`src/rtl/relay_station_n.sv`:
```
// relay_station_n: registered valid/ready relay buffer of DEPTH entries.
// Define RELAY_STATION_N_LEVEL_EN to add the registered occupancy port 'level'.
module relay_station_n #(
   parameter int DATA_WIDTH   = 8,
   parameter int DEPTH        = 2,
   parameter int AFULL_THRESH = DEPTH - 1
) (
   input  logic                  clk,
   input  logic                  rst,
   input  logic                  flush,
   output logic                  ready_s,
   input  logic                  valid_s,
   input  logic [DATA_WIDTH-1:0] data_s,
   input  logic                  ready_m,
   output logic                  valid_m,
   output logic [DATA_WIDTH-1:0] data_m,
   output logic                  afull_s
`ifdef RELAY_STATION_N_LEVEL_EN
   ,
   output logic [$clog2(DEPTH+1)-1:0] level
`endif
);

   localparam int CW = $clog2(DEPTH + 1);
   localparam int PW = (DEPTH > 2) ? $clog2(DEPTH) : 1;

   localparam logic [CW-1:0] C_FULL  = CW'(DEPTH);
   localparam logic [CW-1:0] C_AFULL = CW'(AFULL_THRESH);
   localparam logic [PW-1:0] P_LAST  = PW'(DEPTH - 1);

   logic [DATA_WIDTH-1:0] r_mem [DEPTH];

   logic [CW-1:0] r_count;
   logic [PW-1:0] r_wr_ptr;
   logic [PW-1:0] r_rd_ptr;
   logic          r_ready_s;
   logic          r_valid_m;
   logic          r_afull_s;

   logic          w_wr;
   logic          w_rd;
   logic [CW-1:0] w_count_nxt;
   logic [PW-1:0] w_wr_ptr_inc;
   logic [PW-1:0] w_rd_ptr_inc;

   assign w_wr = valid_s & r_ready_s;
   assign w_rd = r_valid_m & ready_m;

   // Occupancy after this cycle's handshakes; drives all registered flags.
   always_comb begin
      w_count_nxt = r_count + CW'(w_wr) - CW'(w_rd);
   end

   // Pointer increments wrap at DEPTH-1 so non-power-of-two depths work.
   always_comb begin
      w_wr_ptr_inc = (r_wr_ptr == P_LAST) ? '0 : r_wr_ptr + 1'b1;
      w_rd_ptr_inc = (r_rd_ptr == P_LAST) ? '0 : r_rd_ptr + 1'b1;
   end

   // Control state: count, pointers and registered handshake flags.
   always_ff @(posedge clk or posedge rst) begin
      if (rst) begin
         r_count   <= '0;
         r_wr_ptr  <= '0;
         r_rd_ptr  <= '0;
         r_ready_s <= 1'b1;
         r_valid_m <= 1'b0;
         r_afull_s <= 1'b0;
      end else if (flush) begin
         r_count   <= '0;
         r_wr_ptr  <= '0;
         r_rd_ptr  <= '0;
         r_ready_s <= 1'b1;
         r_valid_m <= 1'b0;
         r_afull_s <= 1'b0;
      end else begin
         r_count   <= w_count_nxt;
         if (w_wr) begin
            r_wr_ptr <= w_wr_ptr_inc;
         end
         if (w_rd) begin
            r_rd_ptr <= w_rd_ptr_inc;
         end
         r_ready_s <= (w_count_nxt != C_FULL);
         r_valid_m <= (w_count_nxt != '0);
         r_afull_s <= (w_count_nxt >= C_AFULL);
      end
   end

   // Payload storage is never reset; only accepted, non-flushed words land.
   always_ff @(posedge clk) begin
      if (w_wr && !flush && !rst) begin
         r_mem[r_wr_ptr] <= data_s;
      end
   end

   assign ready_s = r_ready_s;
   assign valid_m = r_valid_m;
   assign afull_s = r_afull_s;
   assign data_m  = r_mem[r_rd_ptr];

`ifdef RELAY_STATION_N_LEVEL_EN
   assign level = r_count;
`endif

endmodule

```
`config.mk`:
```
export PLATFORM = sky130hd
export DESIGN_NAME = relay_station_n
export DESIGN_NICKNAME = d
export VERILOG_FILES = /design/src/rtl/relay_station_n.sv
export SDC_FILE = /design/constraint.sdc
export NUM_CORES = 1
export LEC_CHECK = 0
export ABC_AREA = 1
export CAP_MARGIN = 20
export CELL_PAD_IN_SITES_DETAIL_PLACEMENT = 0
export CELL_PAD_IN_SITES_GLOBAL_PLACEMENT = 1
export CORE_AREA = 2 2 52 54
export CTS_CLUSTER_SIZE = 20
export DETAILED_ROUTE_END_ITERATION = 8
export DIE_AREA = 0 0 54 56
export PLACE_DENSITY_LB_ADDON = 0.15
export SLEW_MARGIN = 0
export SYNTH_ARGS = -nofsm -noshare
export SYNTH_HDL_FRONTEND = slang
export SYNTH_SLANG_ARGS = --single-unit
```
`constraint.sdc`:
```
create_clock -name clk -period 3.9 [get_ports clk]
set_input_delay 0.78 -clock clk [delete_from_list [all_inputs] [get_ports clk]]
set_output_delay 0.78 -clock clk [all_outputs]
set_load 0.005 [all_outputs]
```
==> flow_results.xml, run 1 <==
<?xml version="1.0" encoding="UTF-8"?>
<metrics>
  <group name="outcome">
    <metric name="outcome" unit="">complete, no violations</metric>
  </group>
  <group name="grt">
    <metric name="global_route.usage.total" unit="%">10.7</metric>
    <metric name="grt_antenna_before_repair" unit="">0</metric>
    <metric name="maximum_number_of_pins_on_one_net_before_global_route_repair" unit="">13</metric>
    <metric name="gr-total-overflow" unit="">0</metric>
    <metric name="first_global_vias" unit="">581</metric>
    <metric name="grt_first_pass_wirelength" unit="µm">2370</metric>
  </group>
  <group name="routing">
    <metric name="num_vias" unit="">608</metric>
    <metric name="detailroute.wirelength.met2" unit="µm">753</metric>
    <metric name="met3WireLength" unit="µm">88</metric>
    <metric name="detailedRoute.firstPassIterationCount" unit="">4</metric>
    <metric name="met1_length" unit="µm">639</metric>
    <metric name="routedWlPerCell" unit="µm">10.7</metric>
    <metric name="ant_nets" unit="">0</metric>
    <metric name="top_layer_used" unit="">met3</metric>
    <metric name="drc" unit="">0</metric>
    <metric name="drt_iter0_markers" unit="">8</metric>
    <metric name="finalWirelength" unit="µm">1480</metric>
    <metric name="vias_per_cell" unit="">4.41</metric>
  </group>
  <group name="floorplan">
    <metric name="die_h" unit="µm">56</metric>
    <metric name="fp-row-count" unit="">18</metric>
    <metric name="top_level_pins" unit="">24</metric>
    <metric name="placeableCoreArea" unit="mm²">0.00243</metric>
    <metric name="die_area" unit="mm²">0.00302</metric>
    <metric name="start_util" unit="%">38.4</metric>
    <metric name="fp.dieW" unit="µm">54</metric>
  </group>
  <group name="synthesis">
    <metric name="synth_nets" unit="">97</metric>
    <metric name="postSynthRegisterBits" unit="">22</metric>
    <metric name="synth.yosys.warnings" unit="">0</metric>
    <metric name="synth_area" unit="µm²">933</metric>
    <metric name="syn-mean-instance-area" unit="µm²">11.4</metric>
    <metric name="netlist_instances" unit="">82</metric>
    <metric name="synth_seq_area_share" unit="%">67.7</metric>
    <metric name="distinct_cell_type_count_of_the_synthesized_netlist" unit="">19</metric>
  </group>
  <group name="worst_setup_path">
    <metric name="r2r_cells" unit="">4</metric>
    <metric name="critical_path.endpoint_type" unit="">output pin</metric>
    <metric name="critical_path_fanouts_max" unit="">10</metric>
    <metric name="critical_path_required" unit="ps">3120</metric>
    <metric name="crit_arrival" unit="ps">1640</metric>
    <metric name="regToRegEndpoint" unit="">r_mem[1][6]$_DFFE_PP_</metric>
    <metric name="worstSetupEndpoint" unit="">data_m[0]</metric>
    <metric name="worstSetupStartpoint" unit="">r_rd_ptr$_DFFE_PP0P_</metric>
    <metric name="setup.worst_path.start_class" unit="">flop</metric>
    <metric name="r2r_setup_slack" unit="ps">2230</metric>
    <metric name="critical_path_class" unit="">reg2out</metric>
    <metric name="rr_startpoint" unit="">ready_s$_DFF_PP1_</metric>
  </group>
  <group name="layout">
    <metric name="fillerInstances" unit="">228</metric>
    <metric name="n_antenna_cell" unit="">0</metric>
    <metric name="area_delta_synth_final" unit="%">31.4</metric>
    <metric name="finish.net_count" unit="">124</metric>
    <metric name="multi_input_area" unit="µm²">230</metric>
    <metric name="layout.core_utilization" unit="%">50.4</metric>
    <metric name="layout-drive-gt1-share" unit="%">13.9</metric>
    <metric name="register_area" unit="µm²">632</metric>
  </group>
  <group name="pwr">
    <metric name="ir_worst_vdd" unit="V">0.000288</metric>
    <metric name="cellLeakagePower" unit="nW">0.525</metric>
    <metric name="pwr_density_cell" unit="mW/mm²">501</metric>
    <metric name="design_power_total" unit="mW">0.614</metric>
  </group>
  <group name="cts">
    <metric name="worst_setup_hold_path_clk_slew" unit="ps">120</metric>
    <metric name="cts.root.buffer_cell" unit="">clkbuf_4</metric>
    <metric name="clock_insertion_delay_worst_skew" unit="ps">300</metric>
    <metric name="postCtsSetupBuffers" unit="">0</metric>
    <metric name="cts_hold_buf" unit="">0</metric>
    <metric name="cts.path.max_buffers" unit="">2</metric>
    <metric name="tritoncts" unit="">done</metric>
    <metric name="cts_resized" unit="">0</metric>
    <metric name="clkSinkCount" unit="">22</metric>
    <metric name="cts-buffers-inserted" unit="">3</metric>
    <metric name="htree_num_levels" unit="">1</metric>
  </group>
  <group name="timing">
    <metric name="hold_viol" unit="">0</metric>
    <metric name="worstMarginPinSlew" unit="ps">706</metric>
    <metric name="rsz0062_at_grt" unit="">no</metric>
    <metric name="finalSetupViolations" unit="">0</metric>
    <metric name="fin_crit_sh" unit="%">62.1</metric>
    <metric name="period_minus_slack" unit="ps">2420</metric>
    <metric name="setup_tns" unit="ps">0</metric>
    <metric name="timing.final.ws_setup" unit="ps">1480</metric>
    <metric name="final-max-slew-violation-count" unit="">0</metric>
    <metric name="maxSlewHeadroom" unit="%">52.7</metric>
    <metric name="fmax" unit="MHz">413</metric>
    <metric name="post_route_skew" unit="ps">11.6</metric>
  </group>
  <group name="placed_design">
    <metric name="place_worst_setup_slack" unit="ps">1440</metric>
    <metric name="finalWeightedCongestion" unit="">0.704</metric>
    <metric name="place.detailed.hpwl" unit="µm">1120</metric>
    <metric name="buffer_ports.inserted" unit="">23</metric>
  </group>
  <group name="run">
    <metric name="max_cap_violations" unit="">0</metric>
  </group>
  <group name="worst_hold_path">
    <metric name="hold_path_class" unit="">reg2reg</metric>
  </group>
</metrics>
[stage by stage]
| stage | instances | cell area (µm²) | hold slack [ps] |
|---|---|---|---|
| after floorplan | 82 | 933 | 507 |
| after global placement | 134 | 1190 | 517 |
| after detailed placement | 134 | 1190 | 533 |
| after CTS | 138 | 1230 | 550 |
| after global routing | 138 | 1230 | 568 |
| final | 138 | 1230 | 552 |
[worst max-delay path, cell delays in order (launching register included)]
cell and delay [ps]:
dfrtp_1 570, inv_8 160, nand2_1 60, nand2_1 50
clkdlybuf4s50_1 490
[final cells by class]
cell class / count / share of cell area, %
clock buffer: 4 / 2.96
timing repair buffer: 24 / 19.4
multi-input combinational: 46 / 18.8
inverter: 12 / 4.29
sequential: 22 / 51.5
tap: 30 / 3.06
[worst min path at each step]
stage,start,end,cells past startpoint
after floorplan,r_wr_ptr$_DFFE_PP0P_,r_wr_ptr$_DFFE_PP0P_,2
after global placement,r_wr_ptr$_DFFE_PP0P_,r_wr_ptr$_DFFE_PP0P_,2
after detailed placement,r_wr_ptr$_DFFE_PP0P_,r_wr_ptr$_DFFE_PP0P_,2
after CTS,r_wr_ptr$_DFFE_PP0P_,r_wr_ptr$_DFFE_PP0P_,2
after global routing,r_wr_ptr$_DFFE_PP0P_,r_wr_ptr$_DFFE_PP0P_,2
final,r_wr_ptr$_DFFE_PP0P_,r_wr_ptr$_DFFE_PP0P_,2
[metal layers]
| layer | track usage [%] | up-vias |
|---|---|---|
| met5 | 0 | - |
| met3 | 3.23 | 0 |
| met2 | 17.9 | 13 |
| li1 | - | 317 |
| met1 | 12.9 | 278 |
| met4 | 3.21 | 0 |
[state kept, by name, indices dropped and copies added, names as in the netlist]
register	count
afull_s	1
r_count	2
r_mem	16
r_rd_ptr	1
r_wr_ptr	1
ready_s	1
[power by group]
| part | internal, mW | switching [mW] |
|---|---|---|
| logic | 0.0989 | 0.0885 |
| registers | 0.283 | 0.0221 |
| clock network | 0.0568 | 0.0653 |
[cell usage in the layout (no fill, tap or decap), types with 2 or more instances in the layout]
master	count
nand2_1	31
inv_1	10
nand2_2	2
clkdlybuf4s50_1	23
dfrtp_1	5
edfxtp_1	16
nand3_2	2
clkbuf_4	3
ha_1	2
nor2_1	3
[Yosys cell counts]
master,n,area share [%]
a21oi_1,1,0.54
o21ai_2,1,0.94
buf_4,1,0.80
ha_1,2,2.7
nor2_1,3,1.2
inv_1,10,4.0
edfxtp_1,16,51
inv_2,1,0.40
nand3_2,2,2.1
nand4_1,1,0.67
nor3_1,1,0.54
nand2_1,31,12
a21oi_2,1,0.94
nand2_2,2,1.3
nand3b_2,1,1.2
buf_6,1,1.2
dfrtp_1,5,13
inv_8,1,1.2
dfstp_2,1,2.8
[cells by family (layout without fill, tap and decap cells)]
| family | count (synthesis) | count (layout) | share of synthesized area [%] |
|---|---|---|---|
| flops | 22 | 22 | 67.7 |
| compound gates | 3 | 3 | 2.41 |
| fa+ha+maj | 2 | 2 | 2.68 |
| simple gates | 41 | 41 | 19.6 |
| buf+inv | 14 | 40 | 7.64 |
Note: power is estimated with default switching activity, not from simulation.
==> run 2, diff against run 1 <==
- CORE_AREA: 2 2 52 54 -> 2 2 57 59
- DIE_AREA: 0 0 54 56 -> 0 0 59 61
- clock period: 3.9 -> 2.2 ns (I/O delays scaled with it)
==> run 2 against run 1 <==
  * Final cell count up 5.1%
  * Critical path depth stayed put
  * Via count up 5.4%
  * Count of clock-buffer cells in the layout fell by 1
  * Clock power increased by 150%
  * Worst hold slack worse by 150 ps
  * Total power grew 93%
  * Combinational power is 81% higher
  * Cell area increased by 4.2%
  * First-iteration DRC count increased by 63%
  * Register-to-register slack got worse by 1600 ps
  * Sequential power rose by 79%
  * Critical endpoint is now data_m[6]
  * Highest routed layer is now met4
==> flow_results.xml, run 2 (synthesis results as in run 1) <==
<?xml version="1.0" encoding="UTF-8"?>
<metrics>
  <group name="layout">
    <metric name="final_design_area_no_fill" unit="mm²">0.00128</metric>
    <metric name="largest_register_ffs" unit="">16</metric>
    <metric name="layout.cells.most_common" unit="">nand2_1</metric>
    <metric name="finish.net_count" unit="">128</metric>
    <metric name="layout_common_cells" unit="">nand2_1, clkdlybuf4s50_1, edfxtp_1, inv_1, buf_4</metric>
    <metric name="biggestRegsByFlops" unit="">r_mem: 16 flops, r_count: 2 flops</metric>
    <metric name="fillerInstances" unit="">301</metric>
    <metric name="area_delta_synth_final" unit="%">36.9</metric>
    <metric name="layout-drive-gt1-share" unit="%">17.9</metric>
    <metric name="n_antenna_cell" unit="">0</metric>
    <metric name="max_flop_register" unit="">r_mem</metric>
  </group>
  <group name="placed_design">
    <metric name="detailed_place.area" unit="mm²">0.00122</metric>
    <metric name="buffer_ports.inserted" unit="">23</metric>
    <metric name="place.detailed.hpwl" unit="µm">1250</metric>
    <metric name="finalWeightedCongestion" unit="">0.672</metric>
  </group>
  <group name="grt">
    <metric name="gr-total-overflow" unit="">0</metric>
    <metric name="global_route.usage.total" unit="%">11.2</metric>
    <metric name="maximum_number_of_pins_on_one_net_before_global_route_repair" unit="">14</metric>
    <metric name="grt_antenna_before_repair" unit="">0</metric>
    <metric name="first_global_vias" unit="">647</metric>
    <metric name="grt_first_pass_wirelength" unit="µm">2820</metric>
  </group>
  <group name="routing">
    <metric name="drt_iter0_markers" unit="">13</metric>
    <metric name="ant_nets" unit="">0</metric>
    <metric name="drc" unit="">0</metric>
    <metric name="num_vias" unit="">641</metric>
    <metric name="routedWlPerCell" unit="µm">11.5</metric>
    <metric name="vias_per_cell" unit="">4.42</metric>
    <metric name="detailedRoute.firstPassIterationCount" unit="">4</metric>
    <metric name="finalWirelength" unit="µm">1660</metric>
  </group>
  <group name="worst_setup_path">
    <metric name="critical_path_required" unit="ps">1760</metric>
    <metric name="setup.worst_path.start_class" unit="">flop</metric>
    <metric name="critical_path_fanouts_max" unit="">10</metric>
    <metric name="crit_arrival" unit="ps">1570</metric>
    <metric name="critical_path.endpoint_type" unit="">output pin</metric>
    <metric name="critical_path_class" unit="">reg2out</metric>
  </group>
  <group name="cts">
    <metric name="cts_resized" unit="">0</metric>
    <metric name="tritoncts" unit="">done</metric>
    <metric name="cts.path.max_buffers" unit="">2</metric>
    <metric name="clkSinkCount" unit="">22</metric>
    <metric name="postCtsSetupBuffers" unit="">0</metric>
    <metric name="cts_hold_buf" unit="">0</metric>
    <metric name="cts.root.buffer_cell" unit="">clkbuf_4</metric>
    <metric name="clock_insertion_delay_worst_skew" unit="ps">300</metric>
    <metric name="cts-buffers-inserted" unit="">3</metric>
    <metric name="worst_setup_hold_path_clk_slew" unit="ps">120</metric>
    <metric name="htree_num_levels" unit="">1</metric>
  </group>
  <group name="floorplan">
    <metric name="placeableCoreArea" unit="mm²">0.00295</metric>
    <metric name="fp.dieW" unit="µm">59</metric>
    <metric name="fp-row-count" unit="">20</metric>
    <metric name="die_area" unit="mm²">0.00360</metric>
    <metric name="start_util" unit="%">31.6</metric>
    <metric name="top_level_pins" unit="">24</metric>
    <metric name="die_h" unit="µm">61</metric>
  </group>
  <group name="timing">
    <metric name="fmax" unit="MHz">498</metric>
    <metric name="worstMarginPinSlew" unit="ps">253</metric>
    <metric name="final-max-slew-violation-count" unit="">0</metric>
    <metric name="maxSlewHeadroom" unit="%">83.1</metric>
    <metric name="finalSetupViolations" unit="">0</metric>
    <metric name="post_route_skew" unit="ps">3.43</metric>
    <metric name="hold_viol" unit="">0</metric>
    <metric name="fin_crit_sh" unit="%">91.2</metric>
    <metric name="setup_tns" unit="ps">0</metric>
    <metric name="rsz0062_at_grt" unit="">no</metric>
    <metric name="period_minus_slack" unit="ps">2010</metric>
  </group>
  <group name="pwr">
    <metric name="cellLeakagePower" unit="nW">0.552</metric>
    <metric name="pwr_density_cell" unit="mW/mm²">929</metric>
    <metric name="ir_worst_vdd" unit="V">0.000400</metric>
  </group>
  <group name="worst_hold_path">
    <metric name="hold_path_class" unit="">in2async</metric>
  </group>
  <group name="outcome">
    <metric name="outcome" unit="">complete, no violations</metric>
  </group>
  <group name="run">
    <metric name="max_cap_violations" unit="">0</metric>
  </group>
</metrics>
==> run 2: power by group <==
part	internal, mW	switching, mW
logic	0.180	0.158
registers	0.502	0.0432
clock network	0.184	0.119
==> run 2: area by class of cell <==
| cell class | instances | area, µm² | area share, % |
|---|---|---|---|
| Clock buffer | 3 | 22.5 | 1.76 |
| Clock inverter | 1 | 30.0 | 2.35 |
| Inverter | 12 | 52.6 | 4.11 |
| Multi-Input combinational cell | 46 | 230 | 18.0 |
| Sequential cell | 22 | 633 | 49.6 |
| Tap cell | 33 | 41.3 | 3.23 |
| Timing Repair Buffer | 28 | 268 | 21.0 |
==> run 2: metal layers <==
metal  track usage, %  vias up  routed length (µm)
met1             13.6      299                 780
met4             6.82        0                  18
met5                0        -                   0
li1                 -      324                   -
met3             2.56        2                  87
met2             18.1       16                 774
==> run 2: path summary, 6_finish.rpt <==
kind / from / end / slack [ps] / cells past startpoint
setup / recovery: r_rd_ptr$_DFFE_PP0P_ / data_m[6] / 190 / 4
hold / removal: rst / r_wr_ptr$_DFFE_PP0P_ / 400 / 3
setup reg to reg: ready_s$_DFF_PP1_ / afull_s$_DFF_PP0_ / 620 / 9
hold reg to reg: r_wr_ptr$_DFFE_PP0P_ / r_wr_ptr$_DFFE_PP0P_ / 540 / 2
max in group asynchronous: rst / ready_s$_DFF_PP1_ / 1600 / 3
min in group clk: r_wr_ptr$_DFFE_PP0P_ / r_wr_ptr$_DFFE_PP0P_ / 540 / 2
==> run 2: worst max-delay path, stage by stage, from the launching register on <==
cell and delay [ps]:
dfrtp_2 530, inv_8 130, nand2_1 50, nand2_1 50, clkdlybuf4s50_1 500
==> run 2: metrics by stage <==
step | worst slack [ps] | instances | hold slack (ps) | util (%) | power (mW)
finish | 194 | 145 | 402 | 43.3 | 1.19
floorplan | 516 | 82 | 239 | - | 0.739
CTS | 35.0 | 145 | 399 | 43.2 | 1.21
global route | 85.8 | 145 | 421 | 43.3 | 1.27
detailed placement | 197 | 141 | 530 | 41.4 | 0.898
global placement | 217 | 141 | 519 | 41.4 | 0.896
